## config.mk

```make
export PLATFORM = sky130hd
export DESIGN_NAME = divide_request_adapter
export DESIGN_NICKNAME = d
export VERILOG_FILES = /design/src/rtl/divide_request_adapter_pkg.sv /design/src/rtl/divide_request_adapter_twos_to_sign_magnitude.sv /design/src/rtl/divide_request_adapter.sv
export SDC_FILE = /design/constraint.sdc
export NUM_CORES = 1
export LEC_CHECK = 0
export ABC_CLOCK_PERIOD_IN_PS = 2160
export CELL_PAD_IN_SITES_DETAIL_PLACEMENT = 1
export CELL_PAD_IN_SITES_GLOBAL_PLACEMENT = 1
export CORE_ASPECT_RATIO = 1.4
export CORE_MARGIN = 3
export CORE_UTILIZATION = 31
export DETAILED_ROUTE_END_ITERATION = 10
export GPL_TIMING_DRIVEN = 0
export PLACE_DENSITY_LB_ADDON = 0.1
export SETUP_SLACK_MARGIN = 0.15
export SLEW_MARGIN = 20
export SYNTH_ARGS = -nofsm -noshare
export SYNTH_HDL_FRONTEND = slang
export SYNTH_SLANG_ARGS = --single-unit
```

## constraint.sdc

```tcl
create_clock -name clk_in -period 2.16 [get_ports clk_in]
set_clock_uncertainty 0.05 [all_clocks]
set_input_delay 0.216 -clock clk_in [delete_from_list [all_inputs] [get_ports clk_in]]
set_output_delay 0.216 -clock clk_in [all_outputs]
set_load 0.01 [all_outputs]
```

## src/rtl/divide_request_adapter_pkg.sv

```systemverilog
// Shared encodings for the divide request adapter and the integer divider it fronts.
// Holds the op codes, the FSM states and the default widths.
package divide_request_adapter_pkg;

  localparam int DIV_OPERAND_WIDTH = 64;
  localparam int DIV_TAG_WIDTH     = 5;
  localparam int DIV_OP_WIDTH      = 2;

  typedef enum logic [DIV_OP_WIDTH-1:0] {
    OP_DIV  = 2'b00,
    OP_DIVU = 2'b01,
    OP_REM  = 2'b10,
    OP_REMU = 2'b11
  } div_op_e;

  typedef enum logic [2:0] {
    ST_IDLE  = 3'd0,
    ST_ISSUE = 3'd1,
    ST_WAIT  = 3'd2,
    ST_ACK   = 3'd3,
    ST_RESP  = 3'd4
  } adapter_state_e;

  // Bit 0 of the op selects unsigned, bit 1 selects remainder.
  function automatic logic op_is_signed(input div_op_e op);
    return ~op[0];
  endfunction

  function automatic logic op_is_rem(input div_op_e op);
    return op[1];
  endfunction

endpackage

```

## src/rtl/divide_request_adapter_twos_to_sign_magnitude.sv

```systemverilog
// Splits a two's-complement operand into sign and magnitude; unsigned operands pass through.
// The most negative value maps to magnitude 2^(W-1), which fits the unsigned W-bit field.
module twos_to_sign_magnitude #(
  parameter int W = 64
) (
  input  logic [W-1:0] value,
  input  logic         is_signed,
  output logic         sign,
  output logic [W-1:0] magnitude
);

  assign sign      = is_signed & value[W-1];
  assign magnitude = sign ? -value : value;

endmodule

```

## src/rtl/divide_request_adapter.sv

```systemverilog
// Adapts tagged DIV/DIVU/REM/REMU requests to the sign-magnitude integer divider,
// resolving divide-by-zero and signed overflow locally without touching the divider.
module divide_request_adapter
  import divide_request_adapter_pkg::*;
#(
  parameter int OPERAND_WIDTH_IN_BITS = DIV_OPERAND_WIDTH,
  parameter int TAG_WIDTH             = DIV_TAG_WIDTH
) (
  input  logic                             clk_in,
  input  logic                             reset_in,
  input  logic                             req_valid_in,
  output logic                             req_ready_out,
  input  logic [1:0]                       req_op_in,
  input  logic [OPERAND_WIDTH_IN_BITS-1:0] req_dividend_in,
  input  logic [OPERAND_WIDTH_IN_BITS-1:0] req_divisor_in,
  input  logic [TAG_WIDTH-1:0]             req_tag_in,
  output logic                             div_valid_out,
  output logic                             div_dividend_sign_out,
  output logic                             div_divisor_sign_out,
  output logic [OPERAND_WIDTH_IN_BITS-1:0] div_dividend_out,
  output logic [OPERAND_WIDTH_IN_BITS-1:0] div_divisor_out,
  input  logic                             div_issue_ack_in,
  input  logic                             div_valid_in,
  input  logic [OPERAND_WIDTH_IN_BITS-1:0] div_quotient_in,
  input  logic [OPERAND_WIDTH_IN_BITS-1:0] div_remainder_in,
  input  logic                             div_quotient_sign_in,
  input  logic                             div_remainder_sign_in,
  input  logic                             div_divide_by_zero_in,
  output logic                             div_issue_ack_out,
  output logic                             resp_valid_out,
  input  logic                             resp_ready_in,
  output logic [OPERAND_WIDTH_IN_BITS-1:0] resp_data_out,
  output logic [TAG_WIDTH-1:0]             resp_tag_out
);

  localparam int W = OPERAND_WIDTH_IN_BITS;
  localparam logic [W-1:0] MIN_VAL = {1'b1, {(W-1){1'b0}}};

  adapter_state_e state, state_nxt;

  div_op_e              op_q;
  logic [TAG_WIDTH-1:0] tag_q;
  logic                 dividend_sign_q, divisor_sign_q;
  logic [W-1:0]         dividend_mag_q, divisor_mag_q;
  logic [W-1:0]         result_q;

  div_op_e      req_op;
  logic         req_signed, req_rem;
  logic         dividend_sign, divisor_sign;
  logic [W-1:0] dividend_mag, divisor_mag;
  logic         divisor_zero, signed_overflow, bypass;
  logic [W-1:0] bypass_result;
  logic [W-1:0] quotient_fixed, remainder_fixed;
  logic         accept, capture;

  // The divider's own sign and zero flags are redundant with the locally latched signs.
  logic unused_div_flags;
  assign unused_div_flags = ^{div_quotient_sign_in, div_remainder_sign_in, div_divide_by_zero_in};

  assign req_op     = div_op_e'(req_op_in);
  assign req_signed = op_is_signed(req_op);
  assign req_rem    = op_is_rem(req_op);

  twos_to_sign_magnitude #(.W(W)) u_dividend_sm (
    .value     (req_dividend_in),
    .is_signed (req_signed),
    .sign      (dividend_sign),
    .magnitude (dividend_mag)
  );

  twos_to_sign_magnitude #(.W(W)) u_divisor_sm (
    .value     (req_divisor_in),
    .is_signed (req_signed),
    .sign      (divisor_sign),
    .magnitude (divisor_mag)
  );

  assign divisor_zero    = (req_divisor_in == '0);
  assign signed_overflow = req_signed && (req_dividend_in == MIN_VAL) && (req_divisor_in == '1);
  assign bypass          = divisor_zero | signed_overflow;

  always_comb begin
    bypass_result = '0;
    if (divisor_zero)
      bypass_result = req_rem ? req_dividend_in : '1;
    else if (signed_overflow)
      bypass_result = req_rem ? '0 : MIN_VAL;
  end

  assign quotient_fixed  = (dividend_sign_q ^ divisor_sign_q) ? -div_quotient_in : div_quotient_in;
  assign remainder_fixed = dividend_sign_q ? -div_remainder_in : div_remainder_in;

  assign accept  = (state == ST_IDLE) && req_valid_in;
  assign capture = (state == ST_WAIT) && div_valid_in;

  always_ff @(posedge clk_in or negedge reset_in) begin
    if (!reset_in) state <= ST_IDLE;
    else           state <= state_nxt;
  end

  always_comb begin
    state_nxt         = state;
    req_ready_out     = 1'b0;
    div_valid_out     = 1'b0;
    div_issue_ack_out = 1'b0;
    resp_valid_out    = 1'b0;
    case (state)
      ST_IDLE: begin
        req_ready_out = 1'b1;
        if (req_valid_in) state_nxt = bypass ? ST_RESP : ST_ISSUE;
      end
      ST_ISSUE: begin
        div_valid_out = 1'b1;
        if (div_issue_ack_in) state_nxt = ST_WAIT;
      end
      ST_WAIT: begin
        if (div_valid_in) state_nxt = ST_ACK;
      end
      ST_ACK: begin
        div_issue_ack_out = 1'b1;
        state_nxt         = ST_RESP;
      end
      ST_RESP: begin
        resp_valid_out = 1'b1;
        if (resp_ready_in) state_nxt = ST_IDLE;
      end
      default: state_nxt = ST_IDLE;
    endcase
  end

  always_ff @(posedge clk_in or negedge reset_in) begin
    if (!reset_in) begin
      op_q            <= OP_DIV;
      tag_q           <= '0;
      dividend_sign_q <= 1'b0;
      divisor_sign_q  <= 1'b0;
      dividend_mag_q  <= '0;
      divisor_mag_q   <= '0;
      result_q        <= '0;
    end else begin
      if (accept) begin
        op_q            <= req_op;
        tag_q           <= req_tag_in;
        dividend_sign_q <= dividend_sign;
        divisor_sign_q  <= divisor_sign;
        dividend_mag_q  <= dividend_mag;
        divisor_mag_q   <= divisor_mag;
        result_q        <= bypass_result;
      end
      if (capture)
        result_q <= op_is_rem(op_q) ? remainder_fixed : quotient_fixed;
    end
  end

  assign div_dividend_sign_out = dividend_sign_q;
  assign div_divisor_sign_out  = divisor_sign_q;
  assign div_dividend_out      = dividend_mag_q;
  assign div_divisor_out       = divisor_mag_q;
  assign resp_data_out         = result_q;
  assign resp_tag_out          = tag_q;

endmodule

```

==> results.md <==
* Outcome: finished, violations left
* Failing checks: hold timing, setup timing
* Max-slew violations at 0
* # IOs at 475
* Worst slew pin tran at 1210 ps
* Placer Congestion at 0.962
* Worst hold path startpoint: req_divisor_in[25]
* DRC at 0
* Yosys warns at 0
* Unique masters post-synth at 70
* Hold violation total from the final report at 1
* Initial antenna violation count at 23
* Leakage at 10.6 nW
* M1 WL at 32200 um
* Ys flop type: dfrtp_1
* Tot GR Track Use at 33.5%
* Syn_area_per_cell at 8.12 um2
* Longest Clk Path Bufs at 3
* Crit path max-delay cell type: or4_4
* R2R Setup Slk at -10 ps
* Number of global-route vias before repair at 19300
* Top cells by area, synth: dfrtp_1 (35%), xnor2_1 (8.5%), o21ai_0 (6.2%)
* Asr flop ratio synth at 100%
* Cell Rows at 93
* Share of layout cells above drive strength 1 at 29.7%
* Antenna-violating nets left at 0
* Area fraction of the dominant cell type after synthesis at 34.5%
* CTS buffer count at 23
* Tmin final at 2320 ps
* Maximum VDD drop at 0.559 mV
* CP Cell Sequence: buf_8 > or4_4 > or4_4 > buf_8 > buf_12 > or3_4 > o41ai_4 > xor2_1 > o21ai_1
* H-tree depth at 1
* Wire per inst at 29.0 um
* Worst Path Arrival at 2670 ps
* Uppermost routed layer: met5
* Die area at 50200 um2
* Initial Util at 31.7%
* FF-to-FF Start: state[0]
* Root Driver: clkbuf_16
* Met2 WL at 48200 um
* Routed wl met3 at 4380 um
* Worst path bufs/invs at 3
* Most frequent cell after synthesis: nand2_1
* Drt pass-1 iters at 6
* Setup TNS at -703 ps
* CTS tree: done
* Crit end category: flip-flop
* R2R depth at 10
* Worst EP required at 2510 ps
* Vias at 18400
* Layout Nets at 2761
* Core box area at 46400 um2
* Post-layout util at 56.7%
* CP Depth at 9
* Top cells by count, synth: nand2_1 (228), dfrtp_1 (203), o21ai_0 (181), xnor2_1 (142), nor2_1 (115)
* Max FO, Critical Path at 4
* CP peak stage delay at 520 ps
* Min-delay worst type: in2reg
* Synthesized area at 14700 um2
* Hold slack at -35.8 ps
* Worst-Skew Late Latency at 540 ps
* First-pass GRT wire length at 127000 um
* DRT Wirelength at 91000 um
* Worst path top cell family by delay: simple AND/OR/NAND/NOR gates
* Final setup margin at -159 ps
* Leading area contributor after synthesis: dfrtp_1
* Die H at 264 um
* Hold Crit Depth at 3
* Register bit total from synthesis at 203
* Area of placed instances at 20700 um2
* Critical path type: in2reg
* Non-filler cells, final at 3139
* Min-Delay Endpoint: div_divisor_out[25]
* Design area at 26300 um2
* Mapped Nets at 2090
* Synthesis-to-finish area growth at 79.0%
* Setup crit start kind: input pin
* Final period utilization at 107%
* Post-synth EDFFs at 0
* Sink Count at 203
* Reg2reg end: resp_data_out[4]
* Unrepaired setup endpoints after global routing: yes
* PD cells at 951 nW/um2
* Largest net degree at the start of global routing at 93
* Reg clk slew, reported paths at 70 ps
* GRT overflow at 0
* Routed vias/inst at 5.85
* Dpl hpwl at 67600 um
* Dpl cells at 2901
* Fmax at 431 MHz
* Relative slew margins at 19.3%
* I/O Buffers at 468
* Chip Width at 190 um
* Iter 0 DRT Violations at 1300
* Max_cap viols at 0
* Seq/Total Area, Yosys at 34.5%
* Final setup vio count at 12
* Syn Inst Count at 1813
worst register-to-register path, stage by stage, from the launching register on:
cell     delay (ps)
dfrtp_2         450
buf_4           160
nor3_4          190
and2_1          230
buf_8           180
and3_4          250
buf_12          140
buf_12          130
buf_12          150
o21ai_2          70
nand3_1         110
worst max path at each step:
stage / startpoint / endpoint / slack, ps
floorplan: req_dividend_in[12] / div_dividend_out[41] / -300
detailed placement: req_divisor_in[35] / resp_data_out[27] / -1650
finish: req_dividend_in[13] / div_dividend_out[27] / -160
global placement: reset_in / resp_data_out[3] / -8370
global route: req_dividend_in[21] / div_dividend_out[45] / -160
CTS: req_dividend_in[15] / div_dividend_out[41] / -170
area by class of cell:
class	instances	area, um2
fill	5141	20100
multi-input combinational	1465	11900
timing repair buffer	646	6390
sequential	203	5090
buffer	115	1130
tap	617	772
clock buffer	29	648
clock inverter	13	209
inverter	30	128
antenna	21	52.6
per-layer routing:
layer  up-vias  track usage, %
met5         -               0
met4         8            16.7
met3       261            3.86
met2       816            63.7
met1      9201            36.2
li1       8076               -
sequential cells by signal, indices dropped and copies added (netlist names):
name,count
op_q,1
resp_data_out,64
div_dividend_sign_out,1
div_dividend_out,64
resp_tag_out,5
div_divisor_out,64
state,3
div_divisor_sign_out,1
cells in the final DEF, fill, tap and decap left out, drive strengths merged, types with 6 or more instances in the layout:
master	n
o21a	8
o41ai	26
clkdlybuf4s50	293
nand4	34
xnor2	142
o221ai	14
mux2i	10
nor4b	6
nand4b	7
o21ai	205
nand2b	35
nand3b	6
nand3	35
o211ai	25
dlygate4sd2	78
xor2	76
or2	8
a31oi	67
or3	29
or4	42
a21oi	65
nand2	228
dlygate4sd3	14
a22oi	40
a41oi	10
and3	7
and2	10
nor4	56
clkbuf	126
inv	30
diode	21
dlymetal6s2s	37
o31ai	29
nor3b	8
nor3	69
clkdlybuf4s15	17
buf	224
nor2	115
dfrtp	203
through the flow:
stage,worst slack [ps],total power [mW]
2_1_floorplan,-301,11.6
3_3_place_gp,-8370,18.0
3_5_place_dp,-1650,18.2
4_1_cts,-167,24.2
5_1_grt,-157,26.2
6_report,-159,25.1
kinds of logic (layout without fill, tap and decap cells):
| logic type | count (synthesis) | after routing | synth area share, % |
|---|---|---|---|
| simple gates | 708 | 708 | 24.8 |
| compound gates | 520 | 520 | 22.3 |
| xor+xnor | 218 | 218 | 13.0 |
| flops | 203 | 203 | 34.5 |
| buf+inv | 145 | 833 | 3.94 |
| mux | 14 | 14 | 0.986 |
| fa+ha+maj | 5 | 5 | 0.425 |
| other cells | 0 | 21 | 0 |
power by group:
part	internal, mW	switching (mW)	leakage, nW
Clock	2.74	1.84	0.413
Combinational	6.55	7.41	7.56
Sequential	5.34	1.18	2.58
Total	14.6	10.4	10.6
what timing repair did:
action / 4_1_cts / 5_1_grt
buffers inserted: 117 / 32
hold buffers: 12 / 2
pin swaps: 176 / 134
hold endpoints to repair: 125 / 2
setup endpoints to repair: 206 / 175
gates cloned: 10 / 2
resized for setup: 740 / 341
(Power assumes the default switching activity.)
